### src/rtl/morse_pkg.sv
// Shared types and timing constants for the Morse character encoder.
package morse_pkg;

    typedef enum logic [2:0] {
        ST_IDLE,
        ST_LOAD,
        ST_MARK,
        ST_ELEM_GAP,
        ST_CHAR_GAP,
        ST_WORD_GAP
    } state_t;

    localparam int ELEM_UNITS     = 1;
    localparam int DASH_UNITS     = 3;
    localparam int CHAR_GAP_UNITS = 3;
    localparam int WORD_GAP_UNITS = 4;

    // Pattern holds the code in its low `len` bits, first element in bit len-1, 1 = dash.
    typedef struct packed {
        logic [2:0] len;
        logic [4:0] pattern;
    } code_entry_t;

endpackage

### src/rtl/morse_code_rom.sv
// Combinational ASCII to Morse code lookup, folding lower case onto upper case.
module morse_code_rom
    import morse_pkg::*;
(
    input  logic [7:0]  ascii,
    output logic        valid,
    output logic        is_space,
    output code_entry_t code
);

    logic [7:0] folded;

    always_comb begin
        folded   = ascii;
        if (ascii >= 8'h61 && ascii <= 8'h7A)
            folded = ascii - 8'h20;
        valid    = 1'b1;
        is_space = 1'b0;
        code     = '0;
        case (folded)
            8'h41: code = {3'd2, 5'b00001};
            8'h42: code = {3'd4, 5'b01000};
            8'h43: code = {3'd4, 5'b01010};
            8'h44: code = {3'd3, 5'b00100};
            8'h45: code = {3'd1, 5'b00000};
            8'h46: code = {3'd4, 5'b00010};
            8'h47: code = {3'd3, 5'b00110};
            8'h48: code = {3'd4, 5'b00000};
            8'h49: code = {3'd2, 5'b00000};
            8'h4A: code = {3'd4, 5'b00111};
            8'h4B: code = {3'd3, 5'b00101};
            8'h4C: code = {3'd4, 5'b00100};
            8'h4D: code = {3'd2, 5'b00011};
            8'h4E: code = {3'd2, 5'b00010};
            8'h4F: code = {3'd3, 5'b00111};
            8'h50: code = {3'd4, 5'b00110};
            8'h51: code = {3'd4, 5'b01101};
            8'h52: code = {3'd3, 5'b00010};
            8'h53: code = {3'd3, 5'b00000};
            8'h54: code = {3'd1, 5'b00001};
            8'h55: code = {3'd3, 5'b00001};
            8'h56: code = {3'd4, 5'b00001};
            8'h57: code = {3'd3, 5'b00011};
            8'h58: code = {3'd4, 5'b01001};
            8'h59: code = {3'd4, 5'b01011};
            8'h5A: code = {3'd4, 5'b01100};
            8'h30: code = {3'd5, 5'b11111};
            8'h31: code = {3'd5, 5'b01111};
            8'h32: code = {3'd5, 5'b00111};
            8'h33: code = {3'd5, 5'b00011};
            8'h34: code = {3'd5, 5'b00001};
            8'h35: code = {3'd5, 5'b00000};
            8'h36: code = {3'd5, 5'b10000};
            8'h37: code = {3'd5, 5'b11000};
            8'h38: code = {3'd5, 5'b11100};
            8'h39: code = {3'd5, 5'b11110};
            8'h20: is_space = 1'b1;
            default: valid = 1'b0;
        endcase
    end

endmodule

### src/rtl/morse_char_encoder.sv
// Turns accepted ASCII characters into timed Morse keying with element strobes.
module morse_char_encoder
    import morse_pkg::*;
#(
    parameter int MAX_SYMBOLS = 5,
    parameter int CNT_W       = 32
) (
    input  logic             clk,
    input  logic             rst_n,
    input  logic             in_valid,
    input  logic [7:0]       in_char,
    output logic             in_ready,
    input  logic [CNT_W-1:0] unit_cycles,
    input  logic             abort,
    output logic             key_out,
    output logic             dot_pulse,
    output logic             dash_pulse,
    output logic             busy,
    output logic             done,
    output logic             err
);

    logic internal_rst_n;
    assign internal_rst_n = rst_n;

    state_t                 state_reg;
    logic [CNT_W-1:0]       cnt_reg;
    logic [CNT_W-1:0]       u_reg;
    logic                   ent_valid_reg;
    logic                   ent_space_reg;
    code_entry_t            ent_code_reg;
    logic [MAX_SYMBOLS-1:0] pat_reg;
    logic [2:0]             rem_reg;
    logic                   key_reg, dot_reg, dash_reg, busy_reg, done_reg, err_reg;

    logic                   rom_valid, rom_space;
    code_entry_t            rom_code;
    logic [MAX_SYMBOLS-1:0] load_pat;

    morse_code_rom u_rom (
        .ascii    (in_char),
        .valid    (rom_valid),
        .is_space (rom_space),
        .code     (rom_code)
    );

    // Left-align the pattern so the current element is always the MSB.
    always_comb begin
        load_pat = MAX_SYMBOLS'(ent_code_reg.pattern) << (MAX_SYMBOLS - int'(ent_code_reg.len));
    end

    // Countdown start value N*U-1, saturating when the product overflows the counter.
    function automatic logic [CNT_W-1:0] interval(input int units, input logic [CNT_W-1:0] u);
        logic [CNT_W+1:0] prod;
        logic [CNT_W+1:0] lim;
        prod = (CNT_W+2)'(u) * (CNT_W+2)'(units);
        lim  = (CNT_W+2)'(1) << CNT_W;
        if (prod > lim)
            return '1;
        return CNT_W'(prod - (CNT_W+2)'(1));
    endfunction

    assign in_ready   = internal_rst_n && (state_reg == ST_IDLE) && !abort;
    assign key_out    = key_reg;
    assign dot_pulse  = dot_reg;
    assign dash_pulse = dash_reg;
    assign busy       = busy_reg;
    assign done       = done_reg;
    assign err        = err_reg;

    always_ff @(posedge clk or negedge internal_rst_n) begin
        if (!internal_rst_n) begin
            state_reg     <= ST_IDLE;
            cnt_reg       <= '0;
            u_reg         <= '0;
            ent_valid_reg <= 1'b0;
            ent_space_reg <= 1'b0;
            ent_code_reg  <= '0;
            pat_reg       <= '0;
            rem_reg       <= '0;
            key_reg       <= 1'b0;
            dot_reg       <= 1'b0;
            dash_reg      <= 1'b0;
            busy_reg      <= 1'b0;
            done_reg      <= 1'b0;
            err_reg       <= 1'b0;
        end else begin
            dot_reg  <= 1'b0;
            dash_reg <= 1'b0;
            done_reg <= 1'b0;
            err_reg  <= 1'b0;
            if (abort) begin
                state_reg <= ST_IDLE;
                key_reg   <= 1'b0;
                busy_reg  <= 1'b0;
                cnt_reg   <= '0;
            end else begin
                case (state_reg)
                    ST_IDLE: begin
                        if (in_valid) begin
                            state_reg     <= ST_LOAD;
                            busy_reg      <= 1'b1;
                            u_reg         <= (unit_cycles == '0) ? CNT_W'(1) : unit_cycles;
                            ent_valid_reg <= rom_valid;
                            ent_space_reg <= rom_space;
                            ent_code_reg  <= rom_code;
                            // Flag the rejection while LOAD is on the bus.
                            err_reg       <= !rom_valid;
                        end
                    end
                    ST_LOAD: begin
                        if (!ent_valid_reg) begin
                            state_reg <= ST_IDLE;
                            busy_reg  <= 1'b0;
                        end else if (ent_space_reg) begin
                            state_reg <= ST_WORD_GAP;
                            cnt_reg   <= interval(WORD_GAP_UNITS, u_reg);
                        end else begin
                            state_reg <= ST_MARK;
                            pat_reg   <= load_pat;
                            rem_reg   <= ent_code_reg.len - 3'd1;
                            key_reg   <= 1'b1;
                            dot_reg   <= !load_pat[MAX_SYMBOLS-1];
                            dash_reg  <= load_pat[MAX_SYMBOLS-1];
                            cnt_reg   <= interval(load_pat[MAX_SYMBOLS-1] ? DASH_UNITS : ELEM_UNITS, u_reg);
                        end
                    end
                    ST_MARK: begin
                        if (cnt_reg != '0) begin
                            cnt_reg <= cnt_reg - CNT_W'(1);
                        end else begin
                            key_reg <= 1'b0;
                            if (rem_reg != 3'd0) begin
                                state_reg <= ST_ELEM_GAP;
                                cnt_reg   <= interval(ELEM_UNITS, u_reg);
                            end else begin
                                state_reg <= ST_CHAR_GAP;
                                cnt_reg   <= interval(CHAR_GAP_UNITS, u_reg);
                            end
                        end
                    end
                    ST_ELEM_GAP: begin
                        if (cnt_reg != '0) begin
                            cnt_reg <= cnt_reg - CNT_W'(1);
                        end else begin
                            state_reg <= ST_MARK;
                            pat_reg   <= pat_reg << 1;
                            rem_reg   <= rem_reg - 3'd1;
                            key_reg   <= 1'b1;
                            dot_reg   <= !pat_reg[MAX_SYMBOLS-2];
                            dash_reg  <= pat_reg[MAX_SYMBOLS-2];
                            cnt_reg   <= interval(pat_reg[MAX_SYMBOLS-2] ? DASH_UNITS : ELEM_UNITS, u_reg);
                        end
                    end
                    ST_CHAR_GAP, ST_WORD_GAP: begin
                        if (cnt_reg != '0) begin
                            cnt_reg  <= cnt_reg - CNT_W'(1);
                            done_reg <= (cnt_reg == CNT_W'(1));
                        end else begin
                            state_reg <= ST_IDLE;
                            busy_reg  <= 1'b0;
                        end
                    end
                    default: begin
                        state_reg <= ST_IDLE;
                        key_reg   <= 1'b0;
                        busy_reg  <= 1'b0;
                    end
                endcase
            end
        end
    end

endmodule

### config.mk
export PLATFORM = sky130hd
export DESIGN_NAME = morse_char_encoder
export DESIGN_NICKNAME = d
export VERILOG_FILES = /design/src/rtl/morse_pkg.sv /design/src/rtl/morse_code_rom.sv /design/src/rtl/morse_char_encoder.sv
export SDC_FILE = /design/constraint.sdc
export NUM_CORES = 1
export LEC_CHECK = 0
export CAP_MARGIN = 30
export CORE_MARGIN = 5
export CORE_UTILIZATION = 40
export DETAILED_ROUTE_END_ITERATION = 6
export MAX_ROUTING_LAYER = met4
export SYNTH_ARGS = -nofsm -noshare
export SYNTH_HDL_FRONTEND = slang
export SYNTH_HIERARCHICAL = 1
export SYNTH_SLANG_ARGS = --single-unit
### constraint.sdc
create_clock -name clk -period 8.4 [get_ports clk]
set_input_delay 1.68 -clock clk [delete_from_list [all_inputs] [get_ports clk]]
set_output_delay 1.68 -clock clk [all_outputs]
set_load 0.1 [all_outputs]
==> results.md <==
- Post-DP HPWL: 57700 um
- Max Cap Viol: 0
- Final #Nets: 2458
- Crit path max-delay cell type: nor3b_1
- Arr. time, crit path: 6920 ps
- CTS tree: yes
- Worst path cell trace: ha_1 -> or3b_2 -> a311oi_1 -> a31oi_2 -> buf_4 -> nor2_1 -> ha_1 -> a21o_1 -> a21oi_1 -> nor4bb_1 -> nor3b_1 -> o31ai_1 -> xor2_1 -> nor4_1 -> a31o_2 -> nand2_1 -> o311ai_0 -> o21ai_0
- DRT Pass-1 Iters: 6
- Cell with the most instances after synthesis: nand2_1
- Core area: 41100 sq um
- Final Non-Filler Cells: 2809
- CP startpoint: ent_code_reg[6]
- Vias: 18700
- Sequential share of the synthesized area: 13.5%
- Post-DRT Antenna Nets: 0
- Worst clock skew: 26.0 ps
- Largest net degree at the start of global routing: 61
- H-tree depth: 3
- Max Freq: 150 MHz
- Yosys cell types: 101
- Rel. slew slack: 23.5%
- Final Critical Period: 6680 ps
- Main flop type after synthesis: dfrtp_1
- Worst R2R Start: ent_code_reg[6]
- CP required: 8640 ps
- TritonCTS Buffers: 9
- Critical R2R Capture: cnt_reg[7]
- Die area: 46000 sq um
- Final Wtd Congestion: 1.09
- FILL cells: 4315
- Flops & latches, synth: 90
- Mapped cell area: 16700 sq um
- Iter 0 DRT Violations: 2193
- Met3 Track Usage GR: 5.87%
- Worst Max-Slew Pin Slew: 1130 ps
- CTS clk-pin slew, worst paths: 80 ps
- Clk Latency, worst-skew pair: 400 ps
- Syn Inst Count: 2287
- Hold Fails Final Rpt: 0
- Unrepaired setup endpoints after global routing: no
- Global Route Usage Sum: 30.8%
- WP buf/inv: 1
- Share of post-route cells with drive strength above 1: 6.90%
- R2r setup slk: 1720 ps
- Num Clock Sinks: 90
- Mapped Nets: 2475
- Worst path depth: 18
- Synth top area share: 13.5%
- Maximum fanout along the worst path: 21
- Status: finished, final reports clean
- Initial Utilization: 40.7%
- Total grt overflow: 0
- Post_cts resized: 0
- Hold buffers post-CTS: 0
- Total length of routed wires: 72800 um
- WHS: 484 ps
- Yosys warning total: 6
- Die height: 214 um
- Number of enable flip-flop cells after synthesis: 0
- Area Overhead vs Synth: 7.68%
- Drt wl/cell: 25.9 um
- FF-to-FF path depth: 18
- Most numerous cell on the critical path: ha_1
- Cell taking the most area after synthesis: dfrtp_1
- Initial antenna violation count: 2
- CP endpoint: cnt_reg[7]
- Setup TNS: 0 ps
- Synth top cells by count: 233 x nand2_1, 184 x nor2_1, 182 x a21oi_1, 141 x ha_1, 130 x xnor2_1
- Slew Limit Fails: 0
- WS Path Type: flip-flop to flip-flop
- Synth async-reset ratio: 100%
- Dominant cells by area after synthesis: dfrtp_1 13%, ha_1 11%, xnor2_1 6.8%, a21oi_1 5.5%, nand2_1 5.2%
- Vias/cell: 6.65
- Port-buffer cells: 50
- GRT busiest layer: met2
- Tcrit/Tclk final: 79.5%
- Std cell rows: 74
- Post-CTS setup buffer count: 0
- First-pass GRT wire length: 108000 um
- Mean post-synth cell area: 7.31 sq um
- Crit-path leading delay family: simple AND/OR/NAND/NOR gates
- Critical Path End Type: flip-flop
- Vias in the first global route: 17200
- GR met1 Demand/Resource: 42.6%
- Met2 GRT Util: 44.9%
- Placed insts: 2791
- CP max stage delay: 670 ps
- Clock buffer depth: 2
- Root Buffer: clkbuf_16
- Chip Width: 214 um
- DRC viols: 0
- I/O Pins: 51
- Startpoint types: flip-flop
- Final setup violation count: 0
- Type of the most critical hold path: flip-flop to flip-flop
[worst register-to-register path, stage by stage, from the launching register on]
cell and delay, ps:
dfrtp_1 490, ha_1 320, or3b_2 470, a311oi_1 320, a31oi_2 200, buf_4 330, nor2_1 120, ha_1 400
a21o_1 260, a21oi_1 280, nor4bb_1 420, nor3b_1 670, o31ai_1 180, xor2_1 210, nor4_1 410, a31o_2 360
nand2_1 480, o311ai_0 460, o21ai_0 130
[worst min path at each step]
stage | startpoint | depth (start not counted) | slack (ps) | endpoint
floorplan | pat_reg[0] | 2 | 440 | pat_reg[0]
global placement | pat_reg[1] | 2 | 460 | pat_reg[1]
global route | pat_reg[0] | 2 | 530 | pat_reg[0]
finish | pat_reg[1] | 2 | 480 | pat_reg[1]
detailed placement | pat_reg[1] | 2 | 470 | pat_reg[1]
CTS | pat_reg[1] | 2 | 490 | pat_reg[1]
[per-stage QoR]
step                setup slack, ps  util, %  instance area (sq um)
CTS                            1850     43.8                  18000
floorplan                      3310        -                  16700
finish                         1720     43.8                  18000
global placement               2020     43.0                  17700
detailed placement             1890     43.1                  17700
global route                   1270     43.8                  18000
[cells in the final DEF, fill, tap and decap left out, types with 71 or more instances in the layout]
master / n
a21oi_1: 182
dfrtp_1: 90
ha_1: 141
inv_1: 71
nand2_1: 233
nand3_1: 73
nor2_1: 183
o21ai_0: 128
xnor2_1: 130
[logic make-up after synthesis]
family	after synthesis	share of synthesized area, %
simple gates	895	27.8
compound gates	725	29.8
buf+inv	189	4.54
xor+xnor	187	9.80
fa+ha+maj	144	10.9
flops	90	13.5
mux	57	3.74
[layout make-up]
type | count | area (sq um) | area share (%)
antenna | 2 | 5.00 | 0.0278
clock buffer | 11 | 243 | 1.35
clock inverter | 5 | 37.5 | 0.209
inverter | 74 | 278 | 1.54
multi-input combinational | 2008 | 13700 | 76.3
sequential | 90 | 2250 | 12.5
tap | 532 | 666 | 3.70
timing repair buffer | 87 | 787 | 4.37
[per-layer routing]
metal  vias to the layer above  wire length (um)
li1                       8563                 -
met1                      9082             32600
met2                       880             30600
met3                       151              6430
met4                         0              3140
met5                         -                 0
Power is not shown: default switching activity piles up to over one toggle a cycle in this logic, so the estimate is an artifact.
